### src/rtl/collision_arbiter_if.sv
`default_nettype none
// ----------------------------------------------------------------------------
// collision_arbiter_if
//   Request/write bus between border-collision units and the velocity bank.
//   Revision: 1.0
// ----------------------------------------------------------------------------
interface collision_arbiter_if #(
    parameter int NUM_BALLS = 4,
    parameter int VEL_W     = 11
);
    localparam int IDX_W = $clog2(NUM_BALLS);

    logic                          startOfFrame;
    logic [NUM_BALLS-1:0]          reqValid;
    logic [NUM_BALLS*VEL_W-1:0]    reqVelX;
    logic [NUM_BALLS*VEL_W-1:0]    reqVelY;
    logic                          wrEn;
    logic [IDX_W-1:0]              wrIdx;
    logic signed [VEL_W-1:0]       wrVelX;
    logic signed [VEL_W-1:0]       wrVelY;
    logic                          hitSound;
    logic                          busy;

    modport master (
        output startOfFrame, reqValid, reqVelX, reqVelY,
        input  wrEn, wrIdx, wrVelX, wrVelY, hitSound, busy
    );

    modport slave (
        input  startOfFrame, reqValid, reqVelX, reqVelY,
        output wrEn, wrIdx, wrVelX, wrVelY, hitSound, busy
    );
endinterface
`default_nettype wire

### src/rtl/collision_arbiter.sv
`default_nettype none
// ----------------------------------------------------------------------------
// collision_arbiter
//   Accepts one collision per ball per frame and serialises the velocity
//   updates round-robin onto the single velocity-bank write port.
//   Revision: 1.0
// ----------------------------------------------------------------------------
module collision_arbiter #(
    parameter int NUM_BALLS = 4,
    parameter int VEL_W     = 11
) (
    input  wire logic          clk,
    input  wire logic          resetN,
    collision_arbiter_if.slave bus
);
    localparam int IDX_W = $clog2(NUM_BALLS);

    typedef enum logic [0:0] {
        S_IDLE  = 1'b0,
        S_WRITE = 1'b1
    } state_t;

    state_t               r_state;
    state_t               w_next_state;
    logic                 w_do_grant;
    logic                 w_do_write;

    logic [NUM_BALLS-1:0] r_pend;
    logic [NUM_BALLS-1:0] r_lock;
    logic [NUM_BALLS-1:0] w_capture;
    logic [VEL_W-1:0]     r_slot_x [NUM_BALLS];
    logic [VEL_W-1:0]     r_slot_y [NUM_BALLS];

    logic [IDX_W-1:0]     r_ptr;
    logic [IDX_W-1:0]     r_grant_idx;
    logic [IDX_W-1:0]     w_rr_idx;
    logic                 w_rr_found;
    logic [IDX_W-1:0]     w_cand [NUM_BALLS];

    logic                 r_wr_en;
    logic                 r_hit;
    logic                 r_busy;
    logic [IDX_W-1:0]     r_wr_idx;
    logic [VEL_W-1:0]     r_wr_vel_x;
    logic [VEL_W-1:0]     r_wr_vel_y;

    // Candidate k is the k-th ball after the last one written, wrapping.
    generate
        for (genvar k = 0; k < NUM_BALLS; k++) begin : g_cand
            assign w_cand[k] = IDX_W'((int'(r_ptr) + k + 1) % NUM_BALLS);
        end
    endgenerate

    always_comb begin
        w_rr_idx   = r_ptr;
        w_rr_found = 1'b0;
        for (int k = 0; k < NUM_BALLS; k++) begin
            if (!w_rr_found && r_pend[w_cand[k]]) begin
                w_rr_found = 1'b1;
                w_rr_idx   = w_cand[k];
            end
        end
    end

    // A ball already pending or locked this frame keeps its latched request.
    assign w_capture = bus.reqValid & ~r_pend & ~r_lock;

    always_ff @(posedge clk or negedge resetN) begin
        if (!resetN) begin
            r_state <= S_IDLE;
        end else begin
            r_state <= w_next_state;
        end
    end

    always_comb begin
        w_next_state = r_state;
        w_do_grant   = 1'b0;
        w_do_write   = 1'b0;
        case (r_state)
            S_IDLE: begin
                if (w_rr_found) begin
                    w_do_grant   = 1'b1;
                    w_next_state = S_WRITE;
                end
            end
            S_WRITE: begin
                w_do_write   = 1'b1;
                w_next_state = S_IDLE;
            end
            default: begin
                w_next_state = S_IDLE;
            end
        endcase
    end

    always_ff @(posedge clk or negedge resetN) begin
        if (!resetN) begin
            r_pend <= '0;
            r_lock <= '0;
            for (int i = 0; i < NUM_BALLS; i++) begin
                r_slot_x[i] <= '0;
                r_slot_y[i] <= '0;
            end
        end else begin
            for (int i = 0; i < NUM_BALLS; i++) begin
                if (w_capture[i]) begin
                    r_pend[i]   <= 1'b1;
                    r_slot_x[i] <= bus.reqVelX[i*VEL_W +: VEL_W];
                    r_slot_y[i] <= bus.reqVelY[i*VEL_W +: VEL_W];
                end
            end
            if (w_do_write) begin
                r_pend[r_grant_idx] <= 1'b0;
                r_lock[r_grant_idx] <= 1'b1;
            end
            // Frame start wins over a lock set by a write on the same edge.
            if (bus.startOfFrame) begin
                r_lock <= '0;
            end
        end
    end

    always_ff @(posedge clk or negedge resetN) begin
        if (!resetN) begin
            r_ptr       <= IDX_W'(NUM_BALLS - 1);
            r_grant_idx <= '0;
            r_wr_en     <= 1'b0;
            r_hit       <= 1'b0;
            r_busy      <= 1'b0;
            r_wr_idx    <= '0;
            r_wr_vel_x  <= '0;
            r_wr_vel_y  <= '0;
        end else begin
            r_wr_en <= w_do_write;
            r_hit   <= w_do_write;
            r_busy  <= (|r_pend) || (r_state != S_IDLE);
            if (w_do_grant) begin
                r_grant_idx <= w_rr_idx;
            end
            if (w_do_write) begin
                r_wr_idx   <= r_grant_idx;
                r_wr_vel_x <= r_slot_x[r_grant_idx];
                r_wr_vel_y <= r_slot_y[r_grant_idx];
                r_ptr      <= r_grant_idx;
            end
        end
    end

    assign bus.wrEn     = r_wr_en;
    assign bus.hitSound = r_hit;
    assign bus.busy     = r_busy;
    assign bus.wrIdx    = r_wr_idx;
    assign bus.wrVelX   = r_wr_vel_x;
    assign bus.wrVelY   = r_wr_vel_y;
endmodule
`default_nettype wire

### src/flat_wrapper.sv
// flat-port wrapper written by rule: the top's interface ports become plain ports
module collision_arbiter_flat 
#(
    parameter int NUM_BALLS = 4,
    parameter int VEL_W     = 11
)
  (clk, resetN, bus_startOfFrame, bus_reqValid, bus_reqVelX, bus_reqVelY, bus_wrEn, bus_wrIdx, bus_wrVelX, bus_wrVelY, bus_hitSound, bus_busy);
  collision_arbiter_if #(.NUM_BALLS(NUM_BALLS), .VEL_W(VEL_W)) bus_i ();
  input  wire logic clk;
  input  wire logic resetN;
  input wire logic [$bits(bus_i.startOfFrame)-1:0] bus_startOfFrame;
  input wire logic [$bits(bus_i.reqValid)-1:0] bus_reqValid;
  input wire logic [$bits(bus_i.reqVelX)-1:0] bus_reqVelX;
  input wire logic [$bits(bus_i.reqVelY)-1:0] bus_reqVelY;
  output wire logic [$bits(bus_i.wrEn)-1:0] bus_wrEn;
  output wire logic [$bits(bus_i.wrIdx)-1:0] bus_wrIdx;
  output wire logic [$bits(bus_i.wrVelX)-1:0] bus_wrVelX;
  output wire logic [$bits(bus_i.wrVelY)-1:0] bus_wrVelY;
  output wire logic [$bits(bus_i.hitSound)-1:0] bus_hitSound;
  output wire logic [$bits(bus_i.busy)-1:0] bus_busy;
  assign bus_i.startOfFrame = bus_startOfFrame;
  assign bus_i.reqValid = bus_reqValid;
  assign bus_i.reqVelX = bus_reqVelX;
  assign bus_i.reqVelY = bus_reqVelY;
  assign bus_wrEn = bus_i.wrEn;
  assign bus_wrIdx = bus_i.wrIdx;
  assign bus_wrVelX = bus_i.wrVelX;
  assign bus_wrVelY = bus_i.wrVelY;
  assign bus_hitSound = bus_i.hitSound;
  assign bus_busy = bus_i.busy;
  collision_arbiter #(.NUM_BALLS(NUM_BALLS), .VEL_W(VEL_W)) u_core (.clk(clk), .resetN(resetN), .bus(bus_i));
endmodule
### config.mk
export PLATFORM = sky130hd
export DESIGN_NAME = collision_arbiter_flat
export DESIGN_NICKNAME = d
export VERILOG_FILES = /design/src/rtl/collision_arbiter_if.sv /design/src/rtl/collision_arbiter.sv /design/src/flat_wrapper.sv
export SDC_FILE = /design/constraint.sdc
export NUM_CORES = 1
export LEC_CHECK = 0
export BUFFER_PORTS_ARGS = -buffer_cell sky130_fd_sc_hd__buf_2
export CAP_MARGIN = 5
export CORE_ASPECT_RATIO = 1.25
export CORE_MARGIN = 8
export CORE_UTILIZATION = 35
export DETAILED_ROUTE_END_ITERATION = 6
export PLACE_DENSITY_LB_ADDON = 0.15
export SLEW_MARGIN = 20
export SYNTH_ARGS = -nofsm -noshare
export SYNTH_HDL_FRONTEND = slang
export SYNTH_SLANG_ARGS = --single-unit
export TNS_END_PERCENT = 100
### constraint.sdc
create_clock -name clk -period 1.5 [get_ports clk]
set_input_delay 0.075 -clock clk [delete_from_list [all_inputs] [get_ports clk]]
set_output_delay 0.075 -clock clk [all_outputs]
set_load 0.05 [all_outputs]
==> metrics.txt, run 1 <==
fin crit share=100.5%; vias in the first global route=4340; Antenna Diode Count=0; Tightest Pin Transition=0.3874 ns; Buf/Inv on CP=1; family with the most delay on the worst path=multiplexers; VDD IR max=1086 µV; Synth Instances=325; CP max-delay cell=mux4_2; status=finished with violations; clk slew on worst S/H paths=0.05 ns; wire per inst=18.42 µm; Synth Warn #=0; Lkg Pwr=0.003563 µW; CTS root buf=clkbuf_16; Final Slew Violations=0; die width=126.9 µm; post-synthesis sequential area ratio=59.12%; initial core utilization=35.83%; final setup violation count=1; initial antenna violation count=1; pin count of the biggest net entering global routing=65; post-synth top area cell=dfrtp_1; gpl congestion=0.7300; Final Hold Viols=0; RSZ-0062 raised after global routing=true; worst min path class=in -> reg; die height=154.6 µm; Worst setup SP type=register; CP cell instances=buf_12, mux4_2, mux2_4; final core utilization=52.91%; Nets=654; Power Total=18170 µW; Initial DRC Count=172; Num Clock Sinks=127; first-pass GRT wire length=23.16 mm; total wire length=13.89 mm; number of CTS-inserted buffers=17; WHS=0.01360 ns; Worst-Skew Late Latency=0.41 ns; vias per inst=4.842; post-synthesis cell type count=32; register bit total from synthesis=127; failing checks=setup timing; fmax=663.5 MHz; CP peak stage delay=0.52 ns; PnR worst setup slack=-0.007098 ns; HPWL Detailed=9.491 mm; GRT Util Overall=15.31%; PwrDens=2287 nW/µm²; area fraction of the dominant cell type after synthesis=58.14%; Place WS=-0.02568 ns; Final Skew=0.004071 ns; Post-CTS Setup Bufs=0; DRC Markers=0; Syn Area/Cell=16.55 µm²; first-pass detailed-route iteration total=4; deepest clock path buffer count=2; FP Rows=50; Max Cap Viol=0; die area=19620 µm²; I/O pin total=122; fin crit period=1.507 ns; Mapped Area=5380 µm²; Setup CP Type=reg -> reg; top cells by area, synth=dfrtp_1, mux2_2, mux4_2, mux4_1, mux2_4; syn_nets=420; Arr. time, crit path=1.80 ns; antenna viol nets, final=0; Data required, critical path=1.79 ns; Critical Path Sink Type=register; vias post-DR=3651; H-Tree Depth=4; CTS tree=built; Max transition margin=73.93%; worst-path fanout max=14; total grt overflow=0; I/O Buffers=121; area grow syn2layout=47.65%; Core ar.=15010 µm²; layout cells sized above 1=54.72%
-- metrics by stage --
| step | TNS (ns) | instances | cell area, µm² |
|---|---|---|---|
| floorplan | 0 | 325 | 5380 |
| global placement | 0 | 632 | 6410 |
| detailed placement | -0.03861 | 632 | 6410 |
| CTS | -0.06273 | 754 | 7951 |
| global route | -0.2109 | 754 | 7944 |
| finish | -0.007098 | 754 | 7944 |
-- cells in the mapped netlist --
cell type / n
mux2_1: 4
buf_6: 2
o21ai_0: 5
buf_1: 1
a31oi_1: 3
mux2i_1: 1
dfstp_2: 2
mux4_1: 6
nor4_1: 1
mux2_2: 96
a21o_1: 1
buf_2: 10
o21ba_2: 1
o32a_1: 1
buf_4: 1
nand2_1: 3
nor3b_2: 4
and3b_1: 1
a211oi_1: 1
clkbuf_1: 4
mux2_4: 10
a21oi_1: 3
nand2b_1: 2
mux4_2: 16
o21a_1: 1
o22a_1: 2
nor2_1: 8
nor3b_1: 1
dfrtp_1: 125
inv_1: 7
buf_12: 1
nand3_1: 1
-- report_power, final --
group          switching [µW]  internal (µW)  leakage, µW
registers                 985           5230      0.00149
clock network            1470           2940     0.000315
logic                    3520           4020      0.00176
total                    5970          12200      0.00356
-- cell families after synthesis --
logic type             share of synthesized area (%)
multiplexers                                   33.53
AO/OA/AOI/OAI                                  2.209
buffers and inverters                          2.698
AND/OR/NAND/NOR                                2.442
flip-flops                                     59.12
-- worst reg2reg max path, cell delays in order, from the launching register on --
cell	delay, ns
dfrtp_2	0.41
buf_12	0.19
mux4_2	0.53
mux2_4	0.27
-- path summary, 6_finish.rpt --
path | start | endpoint | slack (ns) | cells after the start
max | u_core.r_grant_idx[0] | u_core.bus.wrVelY[9] | -0.007 | 3
min | bus_reqValid[3] | u_core.r_pend[3] | 0.01 | 3
max reg2reg | u_core.r_grant_idx[0] | u_core.bus.wrVelY[9] | -0.007 | 3
min reg2reg | u_core.r_slot_y[10] | u_core.r_slot_y[10] | 0.49 | 1
max in group asynchronous | resetN | u_core.r_slot_y[2] | 0.86 | 3
min in group asynchronous | resetN | u_core.r_slot_x[36] | 0.06 | 2
-- registers in the layout, indices dropped and copies added, names as in the netlist, 2 cells and up --
signal,flops
u_core.r_lock,4
u_core.r_grant_idx,2
u_core.r_slot_x,44
u_core.bus.wrVelX,11
u_core.r_slot_y,44
u_core.r_ptr,2
u_core.r_pend,4
u_core.bus.wrIdx,2
u_core.bus.wrVelY,11
-- placed cells by master, fill, tap and decap left out, types with 2 or more instances in the layout --
cell type	synthesis	layout
clkinvlp_4	0	2
o21ai_0	5	5
clkbuf_16	0	17
nand2_1	3	3
mux4_2	16	22
dlygate4sd3_1	0	90
dfrtp_2	0	2
clkinv_2	0	5
clkbuf_8	0	4
buf_4	1	15
mux2_4	10	14
nand2b_1	2	2
inv_1	7	7
dfstp_2	2	2
nor3b_4	0	4
a31oi_1	3	3
bufinv_16	0	4
buf_2	10	120
a21oi_1	3	3
mux2_1	4	4
mux2_2	96	92
buf_12	1	9
dfrtp_1	125	123
o22a_1	2	2
nor2_1	8	8
-- area by class of cell --
type	instances	area, µm²
well taps	182	227.7
clock inverters	11	160.2
multi-input cells	172	2072
flip-flops and latches	127	3183
inverters	7	26.28
fillers	1285	7071
clock buffers	21	480.5
repair buffers	234	1794
-- timing repair --
| item | in CTS | in global routing |
|---|---|---|
| cloned | 0 | 0 |
| resized for setup | 6 | 4 |
| endpoints found under the setup margin | 11 | 15 |
| hold buffers | 90 | 0 |
| hold endpoints to repair | 217 | 0 |
-- layer usage --
metal | vias to the layer above | track usage (%) | wire length (µm)
met2 | 105 | 26.27 | 7088
met5 | - | 0 | 8
li1 | 1664 | - | -
met4 | 2 | 5.792 | 223
met1 | 1860 | 17.23 | 5686
met3 | 20 | 5.126 | 878
No activity file was read; power rests on OpenSTA's default activity.
==> inputs of run 2 (changes only) <==
--- a/config.mk
+++ b/config.mk
@@ -5,13 +5,14 @@
 export SDC_FILE = /design/constraint.sdc
 export NUM_CORES = 1
 export LEC_CHECK = 0
-export BUFFER_PORTS_ARGS = -buffer_cell sky130_fd_sc_hd__buf_2
+export BUFFER_PORTS_ARGS = -buffer_cell sky130_fd_sc_hd__clkbuf_2
 export CAP_MARGIN = 5
 export CORE_ASPECT_RATIO = 1.25
 export CORE_MARGIN = 8
 export CORE_UTILIZATION = 35
 export DETAILED_ROUTE_END_ITERATION = 6
-export PLACE_DENSITY_LB_ADDON = 0.15
+export PLACE_DENSITY_LB_ADDON = 0.08
+export RECOVER_POWER = 25
 export SLEW_MARGIN = 20
 export SYNTH_ARGS = -nofsm -noshare
 export SYNTH_HDL_FRONTEND = slang
==> metrics.txt, run 2 (synthesis gave the netlist of run 1 again) <==
RSZ-0062 raised after global routing=true (unchanged); Max Cap Viol=0 (unchanged); part of the power in registers=35.0% (was 34.2%); clk slew on worst S/H paths=0.05 ns (about the same); first-pass GRT wire length=23.28 mm (was 23.16 mm); fin crit period=1.484 ns (was 1.507 ns); status=finished clean (was finished with violations); initial core utilization=35.83% (unchanged); vias post-DR=3613 (was 3651); area grow syn2layout=47.88% (was 47.65%); post-route cell area=7956 µm² (was 7944 µm²); Pint=12130 µW (was 12190 µW); PnR worst setup slack=0.01620 ns (was -0.007098 ns); PwrDens=2272 nW/µm² (was 2287 nW/µm²); GRT Util Overall=15.51% (was 15.31%); Worst-Skew Late Latency=0.41 ns (about the same); Final Slew Violations=0 (unchanged); most frequent cells in the layout=dfrtp_1, clkbuf_2, dlygate4sd3_1, mux2_2, mux4_2 (was dfrtp_1, buf_2, mux2_2, dlygate4sd3_1, mux4_2); total grt overflow=0 (unchanged); H-Tree Depth=4 (unchanged); Core ar.=15010 µm² (unchanged); most common cell after layout, fill and taps aside=dfrtp_1 (unchanged); deepest clock path buffer count=2 (unchanged); Sw Share=32.91% (was 32.88%); pin count of the biggest net entering global routing=59 (was 65); worst min path class=in -> reg (unchanged); I/O pin total=122 (unchanged); Arr. time, crit path=1.78 ns (was 1.80 ns); Clock power frac=22.8% (was 24.3%); DR WL met3=823 µm (was 878 µm); die width=126.9 µm (unchanged); Setup CP Type=reg -> reg (unchanged); Nets=653 (was 654); # fillers=1275 (was 1285); Final Skew=0.005901 ns (was 0.004071 ns); top flop regs=u_core.r_slot_x: 44 flops, u_core.r_slot_y: 44 flops (unchanged); Cells after DPL=629 (was 632); Worst setup SP type=register (unchanged); FP Rows=50 (unchanged); worst reg2reg setup slack=0.02 ns (was -0.007 ns); routed wl met2=7.141 mm (was 7.088 mm); antenna viol nets, final=0 (unchanged); CTS tree=built (unchanged); wire per inst=18.57 µm (was 18.42 µm); sw power=5949 µW (was 5974 µW); fmax=673.9 MHz (was 663.5 MHz); gpl congestion=0.7522 (was 0.7300); CP cell instances=buf_12, mux4_2, mux2_2 (was buf_12, mux4_2, mux2_4); FF-to-FF path depth=3 (unchanged); Num Clock Sinks=127 (unchanged); CP peak stage delay=0.50 ns (was 0.52 ns); final core utilization=52.99% (was 52.91%); CTS root buf=clkbuf_16 (unchanged); Max transition margin=54.18% (was 73.93%); die area=19620 µm² (unchanged); first-pass detailed-route iteration total=4 (unchanged); Place WS=-0.03011 ns (was -0.02568 ns); Setup crit end=u_core.bus.wrVelX[3] (was u_core.bus.wrVelY[9]); Final Non-Filler Cells=752 (was 754); Antenna Diode Count=0 (unchanged); worst-path fanout max=9 (was 14); total wire length=13.97 mm (was 13.89 mm); fin crit share=98.92% (was 100.5%); Comb pwr share=42.2% (was 41.5%); DRC Markers=0 (unchanged); Placed Area=6425 µm² (was 6410 µm²); Initial DRC Count=141 (was 172); Lkg Pwr=0.003598 µW (was 0.003563 µW); number of CTS-inserted buffers=17 (unchanged); I/O Buffers=121 (unchanged); Critical Path Sink Type=register (unchanged); Reg2Reg Capture Point=u_core.bus.wrVelX[3] (was u_core.bus.wrVelY[9]); uppermost routed layer=met4 (was met5); CP startpoint=u_core.r_grant_idx[0] (unchanged); Tightest Pin Transition=0.6874 ns (was 0.3874 ns); Data required, critical path=1.79 ns (about the same); Crit Reg-Reg Startpoint=u_core.r_grant_idx[0] (unchanged); Final Hold Viols=0 (unchanged); vias in the first global route=4328 (was 4340); M1 WL=5.851 mm (was 5.686 mm); final setup violation count=0 (was 1); HPWL Detailed=9.389 mm (was 9.491 mm); CP max-delay cell=mux4_2 (unchanged); layout cells sized above 1=53.86% (was 54.72%); die height=154.6 µm (unchanged); initial antenna violation count=0 (was 1); vias per inst=4.805 (was 4.842); VDD IR max=952.5 µV (was 1086 µV)
==> run 2: changes by cell type in the layout (fill, tap and decap cells not counted), moves of 2 or more <==
cell	before	now
mux2_2	92	86
mux2_4	14	20
clkbuf_2	0	121
buf_12	9	12
buf_4	15	7
clkbuf_1	0	4
buf_2	120	0
clkinvlp_4	2	0
buf_6	0	2
==> run 2: final cells by class <==
cell class / instances / area, µm² / area share (%)
inverters: 7 / 26.28 / 0.3302
multi-input cells: 172 / 2095 / 26.32
flip-flops and latches: 127 / 3184 / 40.02
clock buffers: 24 / 481.7 / 6.054
clock inverters: 7 / 110.1 / 1.384
well taps: 182 / 227.7 / 2.862
repair buffers: 233 / 1832 / 23.02
==> run 2: critical path, delay by kind of cell, from the launching register on <==
kind / cells / cell delay [ns]
buffers and inverters: 1 / 0.17
muxes: 2 / 0.77
DFF: 1 / 0.43
==> run 2: worst min-delay path by stage <==
stage	start	end	slack (ns)	cells after the start
floorplan	resetN	u_core.bus.busy	-0.22	0
global placement	resetN	u_core.r_slot_x[37]	0.01	1
detailed placement	resetN	u_core.r_slot_x[37]	0.01	1
CTS	resetN	u_core.r_slot_x[15]	0.12	2
global route	bus_reqValid[0]	u_core.r_pend[0]	0.25	5
finish	bus_reqValid[0]	u_core.r_pend[0]	0.20	5
==> run 2: power groups by stage <==
stage	Sequential, µW	Clock, µW	Combinational, µW
after CTS	6340	4240	7570
after global placement	6310	0	7130
after global routing	6600	4400	8190
after floorplan	7140	0	4330
after detailed placement	6360	0	7310
final	6330	4130	7620
==> run 2: metrics by stage <==
| step | hold WS [ns] | TNS (ns) | total power, µW |
|---|---|---|---|
| 6_report | 0.2006 | 0 | 18080 |
| 5_1_grt | 0.2460 | -0.4271 | 19180 |
| 4_1_cts | 0.1225 | 0 | 18150 |
| 3_5_place_dp | 0.01209 | -0.07707 | 13670 |
| 3_3_place_gp | 0.009505 | -0.01562 | 13440 |
| 2_1_floorplan | -0.2206 | 0 | 11470 |
==> run 2: routing by layer <==
metal  up-vias  GRT usage [%]
met5         -              0
met4         0          4.940
met3         9          5.607
met2        96          25.86
met1      1843          18.20
li1       1665              -
==> run 2: repair_timing <==
action	4_1_cts	5_1_grt
gates cloned	0	0
hold endpoints to repair	219	0
setup endpoints to repair	12	26
hold buffers	91	0
setup buffers	1	0
pin swaps	0	1
resized for setup	7	12
==> inputs of run 3 (changes only) <==
--- a/config.mk
+++ b/config.mk
@@ -9,8 +9,9 @@
 export CAP_MARGIN = 5
 export CORE_ASPECT_RATIO = 1.25
 export CORE_MARGIN = 8
-export CORE_UTILIZATION = 35
+export CORE_UTILIZATION = 32
 export DETAILED_ROUTE_END_ITERATION = 6
+export MAX_ROUTING_LAYER = met4
 export PLACE_DENSITY_LB_ADDON = 0.08
 export RECOVER_POWER = 25
 export SLEW_MARGIN = 20
==> metrics.txt, run 3 (synthesis gave the netlist of run 1 again) <==
post-route cell area=8000 µm² (was 7956 µm²); Nets=657 (was 653); CP startpoint=u_core.r_grant_idx[0] (unchanged); initial core utilization=32.32% (was 35.83%); first-pass GRT wire length=23.47 mm (was 23.28 mm); PwrDens=2245 nW/µm² (was 2272 nW/µm²); Reg area=3184 µm² (unchanged); CTS tree=built (unchanged); RSZ-0062 raised after global routing=true (unchanged); area grow syn2layout=48.70% (was 47.88%); # fillers=1486 (was 1275); Num Clock Sinks=127 (unchanged); die width=132.0 µm (was 126.9 µm); wire per inst=18.08 µm (was 18.57 µm); first-pass detailed-route iteration total=6 (was 4); CTS root buf=clkbuf_16 (unchanged); fin crit share=98.81% (was 98.92%); H-Tree Depth=4 (unchanged); HPWL Detailed=9.733 mm (was 9.389 mm); multi-input logic area=2071 µm² (was 2095 µm²); worst-path fanout max=13 (was 9); Initial DRC Count=164 (was 141); WHS=0.2418 ns (was 0.2006 ns); gpl congestion=0.7253 (was 0.7522); Max transition margin=53.72% (was 54.18%); Placed Area=6513 µm² (was 6425 µm²); fin crit period=1.482 ns (was 1.484 ns); VDD IR max=904.3 µV (was 952.5 µV); I/O pin total=122 (unchanged); layout cells sized above 1=54.53% (was 53.86%); Arr. time, crit path=1.77 ns (was 1.78 ns); I/O Buffers=121 (unchanged); most common cell after layout, fill and taps aside=dfrtp_1 (unchanged); number of CTS-inserted buffers=17 (unchanged); CP max-delay cell=mux4_2 (unchanged); Max Cap Viol=0 (unchanged); pin count of the biggest net entering global routing=47 (was 59); status=finished clean (unchanged); Data required, critical path=1.79 ns (about the same); FP Rows=53 (was 50); Worst-Skew Late Latency=0.41 ns (about the same); most frequent cells in the layout=dfrtp_1, clkbuf_2, mux2_2, dlygate4sd3_1, mux4_2 (was dfrtp_1, clkbuf_2, dlygate4sd3_1, mux2_2, mux4_2); Setup CP Type=reg -> reg (unchanged); Core ar.=16640 µm² (was 15010 µm²); worst min path class=in -> async (was in -> reg); Final Slew Violations=0 (unchanged); Antenna Diode Count=0 (unchanged); vias post-DR=3621 (was 3613); die area=21240 µm² (was 19620 µm²); final setup violation count=0 (unchanged); Lkg Pwr=0.003585 µW (was 0.003598 µW); Critical Path Sink Type=register (unchanged); Final Hold Viols=0 (unchanged); Tightest Pin Transition=0.6942 ns (was 0.6874 ns); Buf/Inv on CP=1 (unchanged); Final Skew=0.007268 ns (was 0.005901 ns); clk slew on worst S/H paths=0.05 ns (about the same); Crit Reg-Reg Startpoint=u_core.r_grant_idx[0] (unchanged); total grt overflow=0 (unchanged); PnR worst setup slack=0.01789 ns (was 0.01620 ns); antenna viol nets, final=0 (unchanged); Worst setup SP type=register (unchanged); Place WS=-0.009918 ns (was -0.03011 ns); fmax=674.7 MHz (was 673.9 MHz); vias in the first global route=4196 (was 4328); initial antenna violation count=0 (unchanged); die height=161.0 µm (was 154.6 µm); vias per inst=4.560 (was 4.805); GRT Util Overall=14.68% (was 15.51%); CP peak stage delay=0.51 ns (was 0.50 ns); top flop regs=u_core.r_slot_x: 44 flops, u_core.r_slot_y: 44 flops (unchanged); CP cell instances=buf_12, mux4_2, mux2_4 (was buf_12, mux4_2, mux2_2); DRC Markers=0 (unchanged); deepest clock path buffer count=2 (unchanged); total wire length=14.35 mm (was 13.97 mm); family with the most delay on the worst path=multiplexers (unchanged)
-- run 3: cell count changes in the layout (fill, tap and decap cells not counted), sizes merged --
cell,before,now
buf,21,25
bufinv,3,2
clkbuf,145,146
-- run 3: per-layer routing --
layer | vias up | wire length [µm] | global-route usage (%)
li1 | 1671 | - | -
met1 | 1851 | 6232 | 17.08
met2 | 91 | 7451 | 24.12
met3 | 8 | 538 | 3.698
met4 | 0 | 131 | 5.495
met5 | - | 0 | -
-- run 3: layout make-up --
cell class,count,area share (%)
inverter,7,0.3284
sequential,127,39.80
multi-input combinational,172,25.88
clock buffer,25,6.318
timing repair buffer,237,23.22
tap,220,3.441
clock inverter,6,1.001
-- run 3: through the flow --
step | cells | total power, µW | TNS, ns | util [%]
6_report | 794 | 17960 | 0 | 48.06
5_1_grt | 794 | 19020 | -0.2774 | 48.06
4_1_cts | 794 | 18200 | -0.009377 | 48.14
3_5_place_dp | 670 | 13740 | -0.03430 | 39.13
3_3_place_gp | 670 | 13540 | 0 | 39.13
2_1_floorplan | 325 | 11470 | 0 | -
-- run 3: report_power, final --
| group | internal [µW] | switching, µW | total (µW) | leakage, µW |
|---|---|---|---|---|
| combinational | 4100 | 3460 | 7560 | 0.00180 |
| clock | 2650 | 1420 | 4070 | 0.000293 |
| sequential | 5230 | 1090 | 6330 | 0.00149 |
| total | 12000 | 5980 | 18000 | 0.00358 |
-- run 3: repair_timing --
item,in CTS,in global routing
endpoints found under the hold margin,218,0
setup endpoints to repair,14,16
setup buffers,2,0
resized for setup,5,5
hold buffers,91,0
pin swaps,0,0
-- run 3: worst paths after layout --
check,endpoint,slack (ns),cells after the start
max,u_core.bus.wrVelX[8],0.02,3
min,u_core.r_slot_x[24],0.24,2
max reg2reg,u_core.bus.wrVelX[8],0.02,3
min reg2reg,u_core.r_slot_x[4],0.49,1
max in group asynchronous,u_core.r_slot_y[23],0.39,3
min in group clk,u_core.r_pend[0],0.25,5
-- run 3: worst reg2reg max path: cells and delay by family, from the launching register on --
kind     cells  cell delay [ns]
buf+inv      1             0.18
mux          2             0.78
flops        1             0.40
